**src/rtl/pht_multiport_pkg.sv**
```systemverilog
// pht_multiport_pkg: default table geometry and FSM state type for the gshare PHT
`ifndef GSH_PHT_ENT_SEL
`define GSH_PHT_ENT_SEL 4
`endif
`ifndef GSH_PHT_ENT_NUM
`define GSH_PHT_ENT_NUM (1 << `GSH_PHT_ENT_SEL)
`endif
`ifndef GSH_PHT_DATA_WIDTH
`define GSH_PHT_DATA_WIDTH 2
`endif
package pht_multiport_pkg;
  localparam int PHT_ENT_SEL = `GSH_PHT_ENT_SEL;
  localparam int PHT_ENT_NUM = `GSH_PHT_ENT_NUM;
  localparam int PHT_CTR_W   = `GSH_PHT_DATA_WIDTH;
  typedef enum logic {ST_INIT, ST_RUN} pht_state_e;
endpackage

```
**src/rtl/pht_multiport_if.sv**
```systemverilog
// pht_multiport_if: read/update/clear bus of the PHT
//   i_clr/o_busy          : re-init request, sweep in progress
//   i_rd_en/i_rd_addr     : NUM_RD packed read requests
//   o_rd_valid/o_rd_data  : per-port result one cycle later
//   i_upd_en/addr/taken   : resolved-branch commit
interface pht_multiport_if #(
  parameter int NUM_RD  = 2,
  parameter int ENT_SEL = 4,
  parameter int CTR_W   = 2
);
  logic                      i_clr;
  logic                      o_busy;
  logic [NUM_RD-1:0]         i_rd_en;
  logic [NUM_RD*ENT_SEL-1:0] i_rd_addr;
  logic [NUM_RD-1:0]         o_rd_valid;
  logic [NUM_RD*CTR_W-1:0]   o_rd_data;
  logic                      i_upd_en;
  logic [ENT_SEL-1:0]        i_upd_addr;
  logic                      i_upd_taken;
  modport master (
    output i_clr, i_rd_en, i_rd_addr, i_upd_en, i_upd_addr, i_upd_taken,
    input  o_busy, o_rd_valid, o_rd_data
  );
  modport slave (
    input  i_clr, i_rd_en, i_rd_addr, i_upd_en, i_upd_addr, i_upd_taken,
    output o_busy, o_rd_valid, o_rd_data
  );
endinterface

```
**src/rtl/pht_ctr_next.sv**
```systemverilog
// pht_ctr_next: saturating counter step
//   i_old   : current counter
//   i_taken : 1 = count up, 0 = count down
//   o_new   : next counter, clamped at 0 and all-ones
module pht_ctr_next #(
  parameter int CTR_W = 2
) (
  input  logic [CTR_W-1:0] i_old,
  input  logic             i_taken,
  output logic [CTR_W-1:0] o_new
);
  always_comb begin
    o_new = i_taken ? ((&i_old) ? i_old : i_old + CTR_W'(1))
                    : ((|i_old) ? i_old - CTR_W'(1) : i_old);
  end
endmodule

```
**src/rtl/pht_multiport.sv**
```systemverilog
// pht_multiport: gshare PHT with NUM_RD read ports and an internal RMW update pipe
//   clk, rst_n : clock, async active-low reset
//   bus        : pht_multiport_if slave (clear/busy, reads, updates)
module pht_multiport import pht_multiport_pkg::*; #(
  parameter int               NUM_RD   = 2,
  parameter int               ENT_SEL  = PHT_ENT_SEL,
  parameter int               CTR_W    = PHT_CTR_W,
  parameter logic [CTR_W-1:0] INIT_VAL = CTR_W'(1) << (CTR_W - 1)
) (
  input logic             clk,
  input logic             rst_n,
  pht_multiport_if.slave  bus
);
  localparam int DEPTH = 1 << ENT_SEL;
  pht_state_e         r_state;
  logic [ENT_SEL-1:0] r_ptr;
  logic               r_busy;
  logic               r_u1_v;
  logic               r_u1_taken;
  logic [ENT_SEL-1:0] r_u1_addr;
  logic [CTR_W-1:0]   r_u1_old;
  logic [CTR_W-1:0]   w_u1_new;
  logic [CTR_W-1:0]   w_u0_old;
  logic               w_acc;
  logic               w_u1_we;
  logic               w_sweep;
  logic               w_we;
  logic [ENT_SEL-1:0] w_waddr;
  logic [CTR_W-1:0]   w_wdata;
  logic [CTR_W-1:0]   r_mem [DEPTH];

  assign bus.o_busy = r_busy;
  assign w_sweep    = (r_state == ST_INIT);
  // an update arriving with i_clr is discarded, as is the one sitting in U1
  assign w_acc      = bus.i_upd_en & ~r_busy & ~bus.i_clr;
  assign w_u1_we    = r_u1_v & ~w_sweep & ~bus.i_clr;
  assign w_we       = w_sweep | w_u1_we;
  assign w_waddr    = w_sweep ? r_ptr : r_u1_addr;
  assign w_wdata    = w_sweep ? INIT_VAL : w_u1_new;
  // U1 writes at the end of this cycle, so a same-index U0 must see its result
  assign w_u0_old   = (r_u1_v && r_u1_addr == bus.i_upd_addr) ? w_u1_new : r_mem[bus.i_upd_addr];

  pht_ctr_next #(.CTR_W(CTR_W)) u_ctr_next (
    .i_old   (r_u1_old),
    .i_taken (r_u1_taken),
    .o_new   (w_u1_new)
  );

  always_ff @(posedge clk or negedge rst_n) begin
    if (!rst_n) begin
      r_state    <= ST_INIT;
      r_ptr      <= '0;
      r_busy     <= 1'b1;
      r_u1_v     <= 1'b0;
      r_u1_taken <= 1'b0;
      r_u1_addr  <= '0;
      r_u1_old   <= '0;
    end else begin
      r_u1_v <= w_acc;
      if (w_acc) begin
        r_u1_addr  <= bus.i_upd_addr;
        r_u1_taken <= bus.i_upd_taken;
        r_u1_old   <= w_u0_old;
      end
      if (bus.i_clr) begin
        r_state <= ST_INIT;
        r_ptr   <= '0;
        r_busy  <= 1'b1;
      end else if (w_sweep) begin
        r_ptr <= r_ptr + ENT_SEL'(1);
        if (&r_ptr) begin
          r_state <= ST_RUN;
          r_busy  <= 1'b0;
        end
      end
    end
  end

  always_ff @(posedge clk) begin
    if (w_we) r_mem[w_waddr] <= w_wdata;
  end

  for (genvar p = 0; p < NUM_RD; p++) begin : g_rd
    logic [ENT_SEL-1:0] w_addr;
    logic               w_req;
    logic               r_v;
    logic [CTR_W-1:0]   r_d;
    assign w_addr = bus.i_rd_addr[p*ENT_SEL +: ENT_SEL];
    assign w_req  = bus.i_rd_en[p] & ~r_busy;
    always_ff @(posedge clk or negedge rst_n) begin
      if (!rst_n) begin
        r_v <= 1'b0;
        r_d <= '0;
      end else begin
        r_v <= w_req;
        // write-first: a U1 commit to the same index this cycle wins over the array
        if (w_req) r_d <= (w_u1_we && r_u1_addr == w_addr) ? w_u1_new : r_mem[w_addr];
      end
    end
    assign bus.o_rd_valid[p]              = r_v;
    assign bus.o_rd_data[p*CTR_W +: CTR_W] = r_d;
  end
endmodule
```
**src/flat_wrapper.sv**
```systemverilog
// flat-port wrapper written by rule: the top's interface ports become plain ports
module pht_multiport_flat import pht_multiport_pkg::*;
#(
  parameter int               NUM_RD   = 2,
  parameter int               ENT_SEL  = PHT_ENT_SEL,
  parameter int               CTR_W    = PHT_CTR_W,
  parameter logic [CTR_W-1:0] INIT_VAL = CTR_W'(1) << (CTR_W - 1)
)
  (clk, rst_n, bus_i_clr, bus_i_rd_en, bus_i_rd_addr, bus_i_upd_en, bus_i_upd_addr, bus_i_upd_taken, bus_o_busy, bus_o_rd_valid, bus_o_rd_data);
  pht_multiport_if #(.NUM_RD(NUM_RD), .ENT_SEL(ENT_SEL), .CTR_W(CTR_W)) bus_i ();
  input logic clk;
  input logic rst_n;
  input wire logic [$bits(bus_i.i_clr)-1:0] bus_i_clr;
  input wire logic [$bits(bus_i.i_rd_en)-1:0] bus_i_rd_en;
  input wire logic [$bits(bus_i.i_rd_addr)-1:0] bus_i_rd_addr;
  input wire logic [$bits(bus_i.i_upd_en)-1:0] bus_i_upd_en;
  input wire logic [$bits(bus_i.i_upd_addr)-1:0] bus_i_upd_addr;
  input wire logic [$bits(bus_i.i_upd_taken)-1:0] bus_i_upd_taken;
  output wire logic [$bits(bus_i.o_busy)-1:0] bus_o_busy;
  output wire logic [$bits(bus_i.o_rd_valid)-1:0] bus_o_rd_valid;
  output wire logic [$bits(bus_i.o_rd_data)-1:0] bus_o_rd_data;
  assign bus_i.i_clr = bus_i_clr;
  assign bus_i.i_rd_en = bus_i_rd_en;
  assign bus_i.i_rd_addr = bus_i_rd_addr;
  assign bus_i.i_upd_en = bus_i_upd_en;
  assign bus_i.i_upd_addr = bus_i_upd_addr;
  assign bus_i.i_upd_taken = bus_i_upd_taken;
  assign bus_o_busy = bus_i.o_busy;
  assign bus_o_rd_valid = bus_i.o_rd_valid;
  assign bus_o_rd_data = bus_i.o_rd_data;
  pht_multiport #(.NUM_RD(NUM_RD), .ENT_SEL(ENT_SEL), .CTR_W(CTR_W), .INIT_VAL(INIT_VAL)) u_core (.clk(clk), .rst_n(rst_n), .bus(bus_i));
endmodule
```
**config.mk**
```make
export PLATFORM = sky130hd
export DESIGN_NAME = pht_multiport_flat
export DESIGN_NICKNAME = d
export VERILOG_FILES = /design/src/rtl/pht_multiport_pkg.sv /design/src/rtl/pht_multiport_if.sv /design/src/rtl/pht_ctr_next.sv /design/src/rtl/pht_multiport.sv /design/src/flat_wrapper.sv
export SDC_FILE = /design/constraint.sdc
export NUM_CORES = 1
export LEC_CHECK = 0
export ABC_CLOCK_PERIOD_IN_PS = 2100
export CAP_MARGIN = 15
export CORE_MARGIN = 3
export CORE_UTILIZATION = 25
export CTS_CLUSTER_DIAMETER = 100
export DETAILED_ROUTE_END_ITERATION = 7
export HOLD_SLACK_MARGIN = 0.03
export SLEW_MARGIN = 20
export SYNTH_ARGS = -nofsm -noshare
export SYNTH_HDL_FRONTEND = slang
export SYNTH_SLANG_ARGS = --single-unit
```
**constraint.sdc**
```tcl
create_clock -name clk -period 2.1 [get_ports clk]
set_input_delay 0.63 -clock clk [delete_from_list [all_inputs] [get_ports clk]]
set_output_delay 0.63 -clock clk [all_outputs]
set_load 0.01 [all_outputs]
```
# [Yosys cells after proc, flatten, opt, wreduce, memory -nomap -nowiden]
# Memory sizes are Yosys's and may differ from the RTL's.
# Cells that the tools add are included.
[word_totals] ramBits=32 reg_bits=20 elab_cells=55 input_bits=19 n_memories=1
[classes] n_reduce_logical=8 n_eq_ne=4 add_sub_neg=3 mux=18 bitwise=10
[mem_list] memory="u_core.r_mem" words=16 word_bits=2 read_ports=3 rd_clocked_by_memory_dff=0 write_ports=1 line="pht_multiport.sv:30" source="logic [CTR_W-1:0] r_mem [DEPTH];"
[ops] operator="$mux 2" count=7
[ops] operator="$eq 4x4->1" count=3
[ops] operator="$mux 4" count=3
[ops] operator="$mux 1" count=8
[ops] operator="$and 1x1->1" count=6
[ops] operator="$add 4x1->4 const B" count=1
[ops] operator="$reduce_and 2->1" count=2
[ops] operator="$reduce_and 4->1" count=1
[ops] operator="$logic_and 1x1->1" count=3
[ops] operator="$not 1->1" count=3
[ops] operator="$add 2x1->2 const B" count=1
[ops] operator="$ne 2x2->1 const B" count=1
[ops] operator="$reduce_bool 2->1" count=1
[ops] operator="$reduce_or 2->1" count=1
[ops] operator="$sub 2x1->2 const B" count=1
[ops] operator="$or 1x1->1" count=1

# [Logic depth before layout (Yosys ltp)]
# Gate-level depths: netlist of run 1.
[depth] word_depth=5 depth_mapped=6

# [Cells and area by module]
# Synthesis of run 1 repeated with hierarchy kept, for this count alone.
[hier_totals] hier_cells=234 area_unflattened_um2=3011.6
[modules_own_cells] module="pht_multiport" area_per_inst_um2=2985.4 cells_each=231 instances=1
[modules_own_cells] module="pht_ctr_next" area_per_inst_um2=26.3 cells_each=3 instances=1

# [Least setup slack after synthesis of run 1]
# No wires, ideal clock.
[synth_path] path_kind="input-to-reg" startpoint="in bus_i_clr" endpoint="mem u_core.r_mem[11][0], enable pin" n_path_buf=1 stages=5 path_slack_ps=151 arrival_ps=1640 required_ps=1791 path_cell_list="buf_2 or3b_2 a21oi_1 nand2_1 nor2_1"
[synth_via] elab_chain_cells=5
[synth_rtl] element="start, declared" line="flat_wrapper.sv:13" source="input wire logic [$bits(bus_i.i_clr)-1:0] bus_i_clr;"
[synth_rtl] element="$not 1->1" line="pht_multiport.sv:36" source="assign w_u1_we = r_u1_v & ~w_sweep & ~bus.i_clr;"
[synth_rtl] element="$and 1x1->1" line="pht_multiport.sv:36"
[synth_rtl] element="$or 1x1->1" line="pht_multiport.sv:37" source="assign w_we = w_sweep | w_u1_we;"
[synth_rtl] element="$mux 1" line="pht_multiport.sv:80" source="if (w_we) r_mem[w_waddr] <= w_wdata;"
[synth_rtl] element="$mux 1 (not written as such)" line="pht_multiport.sv:80"
[synth_rtl] element="end, declared" line="pht_multiport.sv:30"
# No other way between the ends.

# [Final worst setup path of run 1]
[layout_path] startpoint="in bus_i_clr" endpoint="mem u_core.r_mem[9][0], enable pin"
# The elaborated chain is that of the path after synthesis.

==> impl_results.md, run 1 <==
* Total routed wirelength at 7190 um
* Fin crit share at 98.7%
* Average size of a mapped cell at 13.0 um^2
* Yosys warnings at 0
* Total gr overflow at 0
* GRT Total Usage at 11.1%
* Post-synth EDFFs at 32
* Starting Density at 26.1%
* Crit Path Max Fanout at 4
* Setup TNS after final layout at 0 ns
* Status: finished, final reports clean
* DRC Markers at 0
* Post-synth top cells: 32 x edfxtp_1, 28 x nor2_1, 19 x dfrtp_1, 17 x nor2b_1
* Final number of hold-violating endpoints at 0
* Ys flop type: edfxtp_1
* Die width at 116 um
* Worst setup path endpoint: u_core.r_mem[9][0]$_DFFE_PP_
* Fmax at 0.483 GHz
* CP Data Required Time at 2.09 ns
* Slowest CP cell: or3b_2
* CP Capture Type: flip-flop
* Slowest Stage Delay on Critical Path at 0.47 ns
* Mapped Cells at 233
* Core area at 0.0116 mm^2
* DIE HEIGHT at 116 um
* Final nets at 293
* DR WL/cell at 17.2 um
* Worst path cell trace: clkdlybuf4s50_1, or3b_2, a21oi_2, nand2_2, nor2_1
* Leading area contributor after synthesis: edfxtp_1
* First-pass GRT wire length at 11600 um
* Area Overhead vs Synth at 26.1%
* Worst Hold Class: flip-flop to flip-flop
* Post-Place Cells at 406
* Final setup fails at 0
* Htree depth at 2
* Clock transition at path regs at 0.07 ns
* Die area at 0.0135 mm^2
* Remaining antenna violation count at 0
* DRT Pass-1 Iters at 4
* CTS tree: built
* Arr. time, crit path at 2.07 ns
* Mapped cell area at 0.00303 mm^2
* Synth unique cells at 40
* Hpwl dp at 5390 um
* Worst setup SP type: primary input
* Synth top area share at 31.7%
* Hold Slack at 0.559 ns
* Slew Limit Fails at 0
* Clk_lat worst skew at 0.29 ns
* Peak supply drop at 333 uV
* Pin count of the biggest net entering global routing at 22
* Worst Max-Slew Pin Slew at 0.639 ns
* CP startpoint: bus_i_clr
* Fraction of layout cells with a size suffix above 1 at 24.1%
* CTS sink count at 52
* Top-level I/O count at 26
* Post-synthesis sequential area ratio at 48.3%
* Post-DR vias/cell at 5.03
* Setup Skew at 0.00683 ns
* FF-to-FF End: u_core.r_mem[5][1]$_DFFE_PP_
* Number of hold buffers added after cts at 0
* Reg2reg path depth at 4
* DR iter-0 viols at 142
* Vias at 2099
* #FFs+latches synth at 52
* Async set-reset flop share out of synthesis at 38.5%
* Overall power at 2.55 mW
* Layout Cells excl Fill at 417
* Vias in the first global route at 2178
* Max-cap violations at 0
* Most common cell in the netlist: edfxtp_1
* Num CTS Buffers at 5
* FF-to-FF Start: u_core.r_state$_DFF_PN0_
* Pwr Density at 668 mW/mm^2
* Post-synth net total at 253
* Root Driver: clkbuf_16
* FF-to-FF setup slack at 0.22 ns
* CP Class: primary input to flip-flop
* Number of port buffers at 25
* Initial antenna violation count at 0
* Leak Pwr at 1.43 nW
* Placer's final routability congestion estimate at 0.814
* Row cnt at 39
* Diodes inserted at 0
* Util after Layout at 32.9%
* Final min period at 2.07 ns
* Maximum clock path buffer count at 2
* RSZ-0062 raised after global routing: yes
* Slew headroom at 57.4%
* Ranking of synthesized cells by area: edfxtp_1 32%, dfrtp_1 16%, mux4_1 11%, mux4_2 8.2%, xor2_1 3.8%
where the power goes:
part	internal [mW]	leakage, nW	switching [mW]
Sequential	1.11	0.558	0.0381
Clock	0.684	0.0911	0.366
Combinational	0.194	0.781	0.156
cell families (layout without fill, tap and decap cells):
kind of cell,after synthesis,in the layout,share of synthesized area [%]
XOR/XNOR,15,15,4.34
adder cells (fa/ha/maj),3,3,1.07
multiplexers,29,29,21.3
flip-flops,52,52,48.3
AO/OA/AOI/OAI,32,32,7.69
AND/OR/NAND/NOR,82,82,13.3
buffers and inverters,20,61,4.01
sequential cells by signal (all words and copies together) (netlist names), 2 cells and up:
register,count
u_core.r_u1_old,2
u_core.r_ptr,4
u_core.r_mem,32
u_core.r_u1_addr,4
u_core.g_rd.r_d,4
u_core.g_rd.r_v,2
worst max-delay path, delay by kind of cell:
| kind | cells | cell delay [ns] |
|---|---|---|
| buf+inv | 1 | 0.43 |
| simple gates | 3 | 0.80 |
| compound gates | 1 | 0.21 |
metal layers:
| layer | routed length [um] | global-route usage, % |
|---|---|---|
| met1 | 3100 | 13.4 |
| met2 | 3690 | 19.6 |
| met3 | 242 | 2.25 |
| met4 | 147 | 3.71 |
| met5 | 0 | 0 |
cell usage in the layout (no fill, tap or decap), types with 3 or more instances in the layout:
cell	netlist	layout
o21ai_1	6	6
dfrtp_1	19	19
nor2b_1	17	17
mux4_2	11	13
a21bo_2	3	3
buf_4	2	21
and3_1	6	6
a41oi_1	6	6
nor2_1	28	24
xor2_1	13	13
inv_1	3	3
mux2_2	4	4
nand3_1	8	8
mux4_1	13	11
clkbuf_16	0	5
nor2_2	0	4
buf_12	0	3
edfxtp_1	32	32
a22oi_2	0	4
clkdlybuf4s50_1	0	23
nand2_1	13	11
stage by stage:
stage,cell area (um^2),setup slack (ns)
6_report,3820,0.0276
5_1_grt,3820,-0.0400
3_5_place_dp,3550,-0.336
2_1_floorplan,3030,0.151
3_3_place_gp,3550,-0.325
4_1_cts,3780,0.0205
worst min-delay path by stage:
stage	endpoint	slack (ns)	cells past startpoint	startpoint
after global placement	u_core.r_ptr[3]$_DFFE_PN0P_	0.54	2	u_core.r_ptr[3]$_DFFE_PN0P_
after floorplan	u_core.g_rd[0].r_d[0]$_DFFE_PN0P_	0.33	0	rst_n
final	u_core.bus.o_busy$_DFFE_PN1P_	0.56	1	u_core.bus.o_busy$_DFFE_PN1P_
after detailed placement	u_core.r_ptr[3]$_DFFE_PN0P_	0.55	2	u_core.r_ptr[3]$_DFFE_PN0P_
after global routing	u_core.bus.o_busy$_DFFE_PN1P_	0.58	1	u_core.bus.o_busy$_DFFE_PN1P_
after CTS	u_core.bus.o_busy$_DFFE_PN1P_	0.57	1	u_core.bus.o_busy$_DFFE_PN1P_
final cells by class:
| type | count | area, um^2 |
|---|---|---|
| Inverter | 3 | 11.3 |
| Fill cell | 1157 | 7800 |
| Tap cell | 143 | 179 |
| Timing Repair Buffer | 50 | 502 |
| Sequential cell | 52 | 1460 |
| Clock buffer | 6 | 129 |
| Multi-Input combinational cell | 161 | 1470 |
| Clock inverter | 2 | 60.1 |
repair_timing:
item,CTS,global route
pin swaps,1,2
endpoints found under the setup margin,8,16
buffers inserted,0,2
gates resized for setup,5,10
gates cloned,1,0
Power figures use the tool's default switching activity.
==> run 2, diff against run 1 <==
--- a/config.mk
+++ b/config.mk
@@ -12,6 +12,7 @@
 export CTS_CLUSTER_DIAMETER = 100
 export DETAILED_ROUTE_END_ITERATION = 7
 export HOLD_SLACK_MARGIN = 0.03
+export PLACE_DENSITY = 0.42
 export SLEW_MARGIN = 20
 export SYNTH_ARGS = -nofsm -noshare
 export SYNTH_HDL_FRONTEND = slang
==> impl_results.md, run 2 (synthesis gave the netlist of run 1 again) <==
* Placer's final routability congestion estimate at 0.862 (+5.9%)
* Top reg by flops: u_core.r_mem
* Final min period at 2.06 ns (-0.0126 ns)
* DIE HEIGHT at 116 um (unchanged)
* Most frequent cells in the layout: 32 x edfxtp_1, 22 x clkdlybuf4s50_1, 20 x nor2_1, 20 x buf_4, 19 x dfrtp_1
* WP buf/inv at 1 (unchanged)
* Worst Hold Class: flip-flop to flip-flop
* FF-to-FF End: u_core.r_mem[6][1]$_DFFE_PP_
* Worst Max-Slew Pin Slew at 0.764 ns (+0.125 ns)
* Hold path start: u_core.bus.o_busy$_DFFE_PN1P_
* Diodes inserted at 0 (unchanged)
* Largest register FFs at 32 (unchanged)
* CP Capture Type: output pin
* Final setup fails at 0 (unchanged)
* Pwr Density at 610 mW/mm^2 (-8.8%)
* CP Data Required Time at 1.47 ns (-0.62 ns)
* Post-DR vias/cell at 4.90 (-2.6%)
* Number of hold buffers added after cts at 0 (unchanged)
* Hold endpoint: u_core.bus.o_busy$_DFFE_PN1P_
* FF-to-FF Start: u_core.r_state$_DFF_PN0_
* Clk_lat worst skew at 0.29 ns (about the same)
* Slowest CP cell: dfstp_2
* Maximum clock path buffer count at 2 (unchanged)
* Remaining antenna violation count at 0 (unchanged)
* Arr. time, crit path at 1.43 ns (-0.64 ns)
* Vias at 2049 (-2.4%)
* CP Class: flip-flop to output pin
* Most common cell after layout, fill and taps aside: edfxtp_1
* CTS sink count at 52 (unchanged)
* Total routed wirelength at 7240 um (+0.74%)
* Peak supply drop at 308 uV (-7.3%)
* Num CTS Buffers at 5 (unchanged)
* Row cnt at 39 (unchanged)
* DR iter-0 viols at 142 (unchanged)
* Final nets at 294 (+0.34%)
* Initial antenna violation count at 0 (unchanged)
* Reg2reg path depth at 4 (unchanged)
* Fmax at 0.485 GHz (+0.61%)
* Clock transition at path regs at 0.07 ns (about the same)
* Core area at 0.0116 mm^2 (unchanged)
* Leak Pwr at 1.45 nW (+1.3%)
* Area Overhead vs Synth at 28.2%
* First-pass GRT wire length at 11300 um (-2.7%)
* FF-to-FF setup slack at 0.20 ns (-0.02 ns)
* DRC Markers at 0 (unchanged)
* Die width at 116 um (unchanged)
* Status: finished, final reports clean
* Total gr overflow at 0 (unchanged)
* Top-level I/O count at 26 (unchanged)
* Die area at 0.0135 mm^2 (unchanged)
* Crit path max-delay family: flip-flops
* CTS tree: built
* Setup WS post-layout at 0.0402 ns (+0.0126 ns)
* Fraction of layout cells with a size suffix above 1 at 27.6% (+3.5 points)
* Vias in the first global route at 2083 (-4.4%)
* Starting Density at 26.1% (unchanged)
* Max-cap violations at 0 (unchanged)
* Pin count of the biggest net entering global routing at 21 (-4.5%)
* Depth of the worst hold-timing path at 1 (unchanged)
* DR WL/cell at 17.3 um (+0.50%)
* Final number of hold-violating endpoints at 0 (unchanged)
* Crit Path Max Fanout at 5 (+1)
* Place WS at -0.350 ns (-0.0137 ns)
* Hpwl dp at 5570 um (+3.3%)
* DRT Pass-1 Iters at 4 (unchanged)
* Htree depth at 2 (unchanged)
* Root Driver: clkbuf_16
* Fin crit share at 98.1% (-0.60 points)
* Slew headroom at 49.1% (-8.3 points)
* Worst path cell trace: clkdlybuf4s50_1
* Hold Slack at 0.562 ns (+0.00367 ns)
* GRT Total Usage at 11.2% (+0.11 points)
* Slew Limit Fails at 0 (unchanged)
* Setup Skew at 0.0101 ns (+0.00329 ns)
* Worst setup SP type: flip-flop
* Number of port buffers at 25 (unchanged)
* Slowest Stage Delay on Critical Path at 0.59 ns (+0.12 ns)
[run 2: cell types whose count changed in the layout (fill, tap and decap cells not counted), sizes merged]
cell / before / now
inv: 3 / 4
dlygate4sd2: 1 / 0
bufbuf: 1 / 0
clkinv: 0 / 2
dlymetal6s2s: 1 / 3
clkdlybuf4s50: 23 / 22
clkbuf: 6 / 7
bufinv: 2 / 0
[run 2: how the worst max path moves through the flow]
stage | start | to | slack [ns] | cells after the start
finish | u_core.bus.o_busy$_DFFE_PN1P_ | bus_o_busy | 0.04 | 1
global route | bus_i_clr | u_core.r_mem[0][0]$_DFFE_PP_ | -0.0002 | 6
CTS | bus_i_clr | u_core.r_mem[3][0]$_DFFE_PP_ | -0.03 | 6
detailed placement | bus_i_clr | u_core.r_mem[11][1]$_DFFE_PP_ | -0.35 | 6
global placement | bus_i_clr | u_core.r_mem[11][1]$_DFFE_PP_ | -0.35 | 6
floorplan | bus_i_clr | u_core.r_mem[11][0]$_DFFE_PP_ | 0.15 | 5
[run 2: repair_timing]
| action | 4_1_cts | 5_1_grt |
|---|---|---|
| pin swaps | 3 | 3 |
| gates cloned | 0 | 2 |
| endpoints found under the setup margin | 19 | 15 |
| setup buffers | 0 | 3 |
| resized for setup | 8 | 27 |
[run 2: metal layers]
layer	global-route usage [%]	share of wire, %	vias to the layer above
met5	0	0	-
met4	3.25	1.6	0
met3	2.04	2.1	7
met2	19.1	50	31
met1	14.5	46	1046
li1	-	-	965
[run 2: stage by stage]
stage | instances | TNS, ns | instance area (um^2) | utilization (%) | power [mW]
after floorplan | 233 | 0 | 3030 | - | 1.36
after global placement | 405 | -8.36 | 3540 | 30.5 | 1.51
after detailed placement | 405 | -7.94 | 3540 | 30.5 | 1.51
after CTS | 413 | -0.213 | 3720 | 32.0 | 2.35
after global routing | 418 | -0.000393 | 3880 | 33.4 | 2.46
final | 418 | 0 | 3880 | 33.4 | 2.36
[run 2: cell type report]
type                    count  area (um^2)
inverters                   3         11.3
repair buffers             51          529
flip-flops and latches     52         1460
clock buffers               5          125
well taps                 143          179
multi-input cells         161         1550
clock inverters             3         26.3
fillers                  1153         7730
[run 2: where the power goes]
group / total [mW] / leakage [nW] / internal, mW / switching [mW]
clock network: 0.838 / 0.0744 / 0.451 / 0.387
logic: 0.374 / 0.816 / 0.205 / 0.168
registers: 1.15 / 0.558 / 1.11 / 0.0404
total: 2.36 / 1.45 / 1.77 / 0.596
==> run 3, diff against run 2 <==
--- a/config.mk
+++ b/config.mk
@@ -11,6 +11,7 @@
 export CORE_UTILIZATION = 25
 export CTS_CLUSTER_DIAMETER = 100
 export DETAILED_ROUTE_END_ITERATION = 7
+export GPL_TIMING_DRIVEN = 0
 export HOLD_SLACK_MARGIN = 0.03
 export PLACE_DENSITY = 0.42
 export SLEW_MARGIN = 20
==> impl_results.md, run 3 (synthesis gave the netlist of run 1 again) <==
* Slowest Stage Delay on Critical Path at 0.58 ns (about the same)
* Root Driver: clkbuf_16
* WP buf/inv at 1 (unchanged)
* RSZ-0062 raised after global routing: no
* Worst setup SP type: flip-flop
* Fraction of layout cells with a size suffix above 1 at 17.0% (-11 points)
* Reg2reg path depth at 5 (+1)
* Num CTS Buffers at 5 (unchanged)
* Arr. time, crit path at 1.42 ns (about the same)
* Setup WS post-layout at 0.0459 ns (+0.00567 ns)
* Total routed wirelength at 6910 um (-4.6%)
* Hpwl dp at 5310 um (-4.7%)
* Util after Layout at 30.5% (-2.9 points)
* Layout Cells excl Fill at 402 (-3.8%)
* Core area at 0.0116 mm^2 (unchanged)
* CP Capture Type: output pin
* First-pass GRT wire length at 11200 um (-0.61%)
* Initial antenna violation count at 0 (unchanged)
* Slew Limit Fails at 0 (unchanged)
* Die area at 0.0135 mm^2 (unchanged)
* Final number of hold-violating endpoints at 0 (unchanged)
* GRT Total Usage at 11.0% (-0.15 points)
* Overall power at 2.29 mW (-3.2%)
* Filler Cells Inserted at 1170 (+1.5%)
* Pin count of the biggest net entering global routing at 21 (unchanged)
* Vias at 1974 (-3.7%)
* Vias in the first global route at 1989 (-4.5%)
* Hold Slack at 0.295 ns (-0.267 ns)
* DRT Pass-1 Iters at 4 (unchanged)
* Maximum clock path buffer count at 2 (unchanged)
* Post-Place Cells at 394 (-2.7%)
* Most common cell after layout, fill and taps aside: edfxtp_1
* Largest register FFs at 32 (unchanged)
* Leak Pwr at 1.31 nW (-9.6%)
* Area Overhead vs Synth at 16.9%
* Fmax at 0.487 GHz (+0.28%)
* Worst path cell trace: clkdlybuf4s50_1
* Pwr Density at 647 mW/mm^2 (+6.1%)
* CTS sink count at 52 (unchanged)
* Remaining antenna violation count at 0 (unchanged)
* Die width at 116 um (unchanged)
* DR WL/cell at 17.2 um (-0.78%)
* Worst Max-Slew Pin Slew at 0.575 ns (-0.189 ns)
* Slowest CP cell: dfstp_2
* Clk_lat worst skew at 0.29 ns (about the same)
* Clock transition at path regs at 0.07 ns (about the same)
* Placer's final routability congestion estimate at 0.729 (-15%)
* Post-DR vias/cell at 4.91 (+0.17%)
* Status: finished, final reports clean
* Total gr overflow at 0 (unchanged)
* Max-cap violations at 0 (unchanged)
* Setup TNS after final layout at 0 ns (unchanged)
* Fin crit share at 97.8% (-0.27 points)
* Starting Density at 26.1% (unchanged)
* DIE HEIGHT at 116 um (unchanged)
* Final min period at 2.05 ns (-0.00567 ns)
* CP Class: flip-flop to output pin
* Top reg by flops: u_core.r_mem
* DR iter-0 viols at 101 (-29%)
* Slew headroom at 61.7% (+13 points)
* Htree depth at 2 (unchanged)
* Place WS at -0.219 ns (+0.130 ns)
* Worst Hold Class: primary input to async pin
* Crit Path Max Fanout at 5 (unchanged)
* Final setup fails at 0 (unchanged)
* Diodes inserted at 0 (unchanged)
* DRC Markers at 0 (unchanged)
* Row cnt at 39 (unchanged)
* CP Data Required Time at 1.47 ns (about the same)
* Stages on the worst setup path at 1 (unchanged)
* Crit path max-delay family: flip-flops
* Setup Skew at 0.00941 ns (-0.000714 ns)
* Most frequent cells in the layout: 32 x edfxtp_1, 28 x nor2_1, 19 x dfrtp_1
* Final instance area at 0.00354 mm^2 (-8.8%)
* Top-level I/O count at 26 (unchanged)
* CTS tree: built
* Number of port buffers at 18 (-28%)
* Placed Area at 0.00339 mm^2 (-4.4%)
* Final nets at 278 (-5.4%)
* Peak supply drop at 262 uV (-15%)
## run 3: cell types whose count changed in the layout (fill, tap and decap cells not counted), moves of 3 or more
cell / change
buf_4: -18
mux4_1: +3
a22oi_1: +5
a22oi_2: -5
buf_2: +8
dlymetal6s2s_1: -3
buf_12: -3
buf_6: +3
clkbuf_1: +3
clkdlybuf4s50_1: -5
nor2_4: -8
mux4_2: -3
nor2_1: +8
## run 3: area by class of cell
class	count	area (um^2)	area share, %
tap	143	179	5.06
clock buffer	5	125	3.54
clock inverter	3	26.3	0.743
timing repair buffer	18	175	4.95
multi-input combinational	161	1450	40.9
sequential	52	1460	41.3
buffer	17	110	3.11
inverter	3	11.3	0.318
## run 3: timing repair
action | 4_1_cts | 5_1_grt
setup buffers | 0 | 0
endpoints found under the setup margin | 0 | 2
hold buffers | 0 | 0
gates resized for setup | 0 | 1
## run 3: final timing paths
path                                                 start                            end  slack [ns]
max                          u_core.bus.o_busy$_DFFE_PN1P_                     bus_o_busy        0.05
min                                                  rst_n    u_core.r_ptr[3]$_DFFE_PN0P_        0.30
max reg2reg                u_core.r_u1_addr[2]$_DFFE_PN0P_  u_core.r_mem[11][0]$_DFFE_PP_        0.21
min reg2reg                  u_core.bus.o_busy$_DFFE_PN1P_  u_core.bus.o_busy$_DFFE_PN1P_        0.55
max in group asynchronous                            rst_n  u_core.bus.o_busy$_DFFE_PN1P_        1.45
min in group clk             u_core.bus.o_busy$_DFFE_PN1P_  u_core.bus.o_busy$_DFFE_PN1P_        0.55
## run 3: where the power goes
group / switching, mW / internal (mW) / total, mW
logic: 0.164 / 0.152 / 0.315
clock network: 0.385 / 0.453 / 0.838
registers: 0.0232 / 1.11 / 1.14
## run 3: routing by layer
| layer | up-vias | share of wire, % | track usage, % |
|---|---|---|---|
| li1 | 940 | - | - |
| met1 | 987 | 47 | 14.9 |
| met2 | 39 | 48 | 18.2 |
| met3 | 8 | 3.2 | 1.72 |
| met4 | 0 | 1.8 | 3.56 |
| met5 | - | 0 | 0 |
==> RTL edit: new RTL, config.mk and constraints of run 1 <==
Reset style: synchronous (`rst_n`), changed in 2 clocked blocks. Comments in the files are not updated.
--- a/src/rtl/pht_multiport.sv
+++ b/src/rtl/pht_multiport.sv
@@ -48,3 +48,3 @@
 
-  always_ff @(posedge clk or negedge rst_n) begin
+  always_ff @(posedge clk) begin
     if (!rst_n) begin
@@ -89,3 +89,3 @@
     assign w_req  = bus.i_rd_en[p] & ~r_busy;
-    always_ff @(posedge clk or negedge rst_n) begin
+    always_ff @(posedge clk) begin
       if (!rst_n) begin
Check against the original RTL: same outputs for any inputs over 10 cycles, from zero or initial values and one cycle with rst_n low; that may be too few to reach the edited logic, so the function may still have changed.
==> RTL edit against run 1 <==
Total power decreased by 16%. Count of clock-buffer cells in the layout decreased by 1. Synthesized area decreased by 2.2%. Global-route usage increased by 0.54 points. Setup slack improved by 0.073 ns. Register-to-register slack improved by 0.21 ns. Wire length increased by 1.5%. Final area decreased by 3.0%. Fmax increased by 3.7%. Clock power decreased by 17%. Sequential cell count unchanged. First-iteration DRC count increased by 53%. Via count increased by 5.6%. Largest power group unchanged. Highest routed layer unchanged.
==> RTL edit: results (changes against run 1) <==
Outcome
  • Status: finished, final reports clean

Setup path
  • End of the worst register-to-register path: u_core.g_rd[0].r_d[0]$_SDFFE_PN0P_
  • Cell with the largest stage delay on the worst path: sky130_fd_sc_hd__clkdlybuf4s50_1
  • Stage delay of the slowest cell on the critical path: 0.42 ns (-0.05 ns)
  • Worst setup path end: u_core.r_mem[5][0]$_DFFE_PP_
  • R2R Setup Slk: 0.43 ns (+0.21 ns)
  • Data arrival, critical path: 1.99 ns (-0.08 ns)

Pwr
  • Power drawn by the clock network: 868 uW (-17%)
  • Max IR drop VDD: 0.000323 V (-2.9%)
  • Static leakage: 0.00121 uW (-15%)
  • Portion of total power attributed to sequential cells: 0.503 (+0.052)
  • Cell Int Power: 1650 uW (-17%)

GRT
  • Maximum number of pins on one net before global-route repair: 20 (-9.1%)
  • Vias in the first global route: 2224 (+2.1%)
  • Fraction of met1 tracks used by global routing: 0.149 (+0.0152)
  • Global-route met3 utilization: 0.0258 (+0.00334)
  • Overall routing resource usage: 0.116 (+0.00541)

Timing
  • Min Clock Period, post-route: 2.00 ns (-0.0730 ns)
  • Worst hold slack after final layout: 0.527 ns (-0.0318 ns)
  • Largest clock skew in the final design: 0.00660 ns (-0.000234 ns)

Logic synthesis
  • Post-synthesis instance total: 261 (+12%)
  • Synth Area in Compound Gates: 0.115 (+0.0385)
  • Biggest area contributors in the synthesized netlist: sky130_fd_sc_hd__edfxtp_1, sky130_fd_sc_hd__dfxtp_1, sky130_fd_sc_hd__mux4_2, sky130_fd_sc_hd__mux4_1, sky130_fd_sc_hd__nor2_1
  • Proportion of synthesized chip area in sequential cells: 0.460 (-0.0234)
  • Share of the synthesized netlist area taken by xor and xnor gates: 0.0444 (+0.000972)
  • Mux share of post-synthesis cell area: 0.195 (-0.0181)

Drt
  • M1 WL: 3.20 mm (+3.0%)
  • Final wirelength: 7.29 mm (+1.5%)
  • Met3 layer wire length in the routed design: 302 um (+25%)
  • Met2 wire length: 3.66 mm (-0.87%)
  • Number of design-rule violations left by the first detailed-router iteration: 217 (+53%)

Cells and area
  • Final net count: 322 (+9.9%)
  • Final Non-Filler Cells: 446 (+7.0%)

Placement
  • Total half-perimeter wirelength after legalization and detailed placement: 5.67 mm (+5.1%)
  • Post-placement worst setup slack: -0.528 ns (-0.192 ns)
  • DP Cell Count: 437 (+7.6%)
  • Post-Place Cell Area: 3510 um^2 (-0.95%)

Clock tree
  • Post-cts repair resize count: 4 (-1)
-- RTL edit: changes by cell type after synthesis, moves of 6 or more --
cell                              run 1  this run
sky130_fd_sc_hd__mux4_1              13         6
sky130_fd_sc_hd__nor2b_1             17         9
sky130_fd_sc_hd__dfrtp_1             19         0
sky130_fd_sc_hd__mux2i_1              1         7
sky130_fd_sc_hd__a211oi_1             0        11
sky130_fd_sc_hd__o21ai_1              6         0
sky130_fd_sc_hd__clkbuf_1             3        10
sky130_fd_sc_hd__a41oi_1              6         0
sky130_fd_sc_hd__a31oi_1              2         9
sky130_fd_sc_hd__dfxtp_1              0        20
-- RTL edit: logic make-up after synthesis --
group	after synthesis
simple gates	86
flops	52
compound gates	50
mux	32
buf+inv	25
xor+xnor	15
fa+ha+maj	1
-- RTL edit: final cells by class --
type	instances	area [um^2]
Clock buffer	5	125
Clock inverter	3	28.8
Fill cell	1162	7810
Inverter	4	15.0
Multi-Input combinational cell	184	1500
Sequential cell	52	1360
Tap cell	143	179
Timing Repair Buffer	55	498
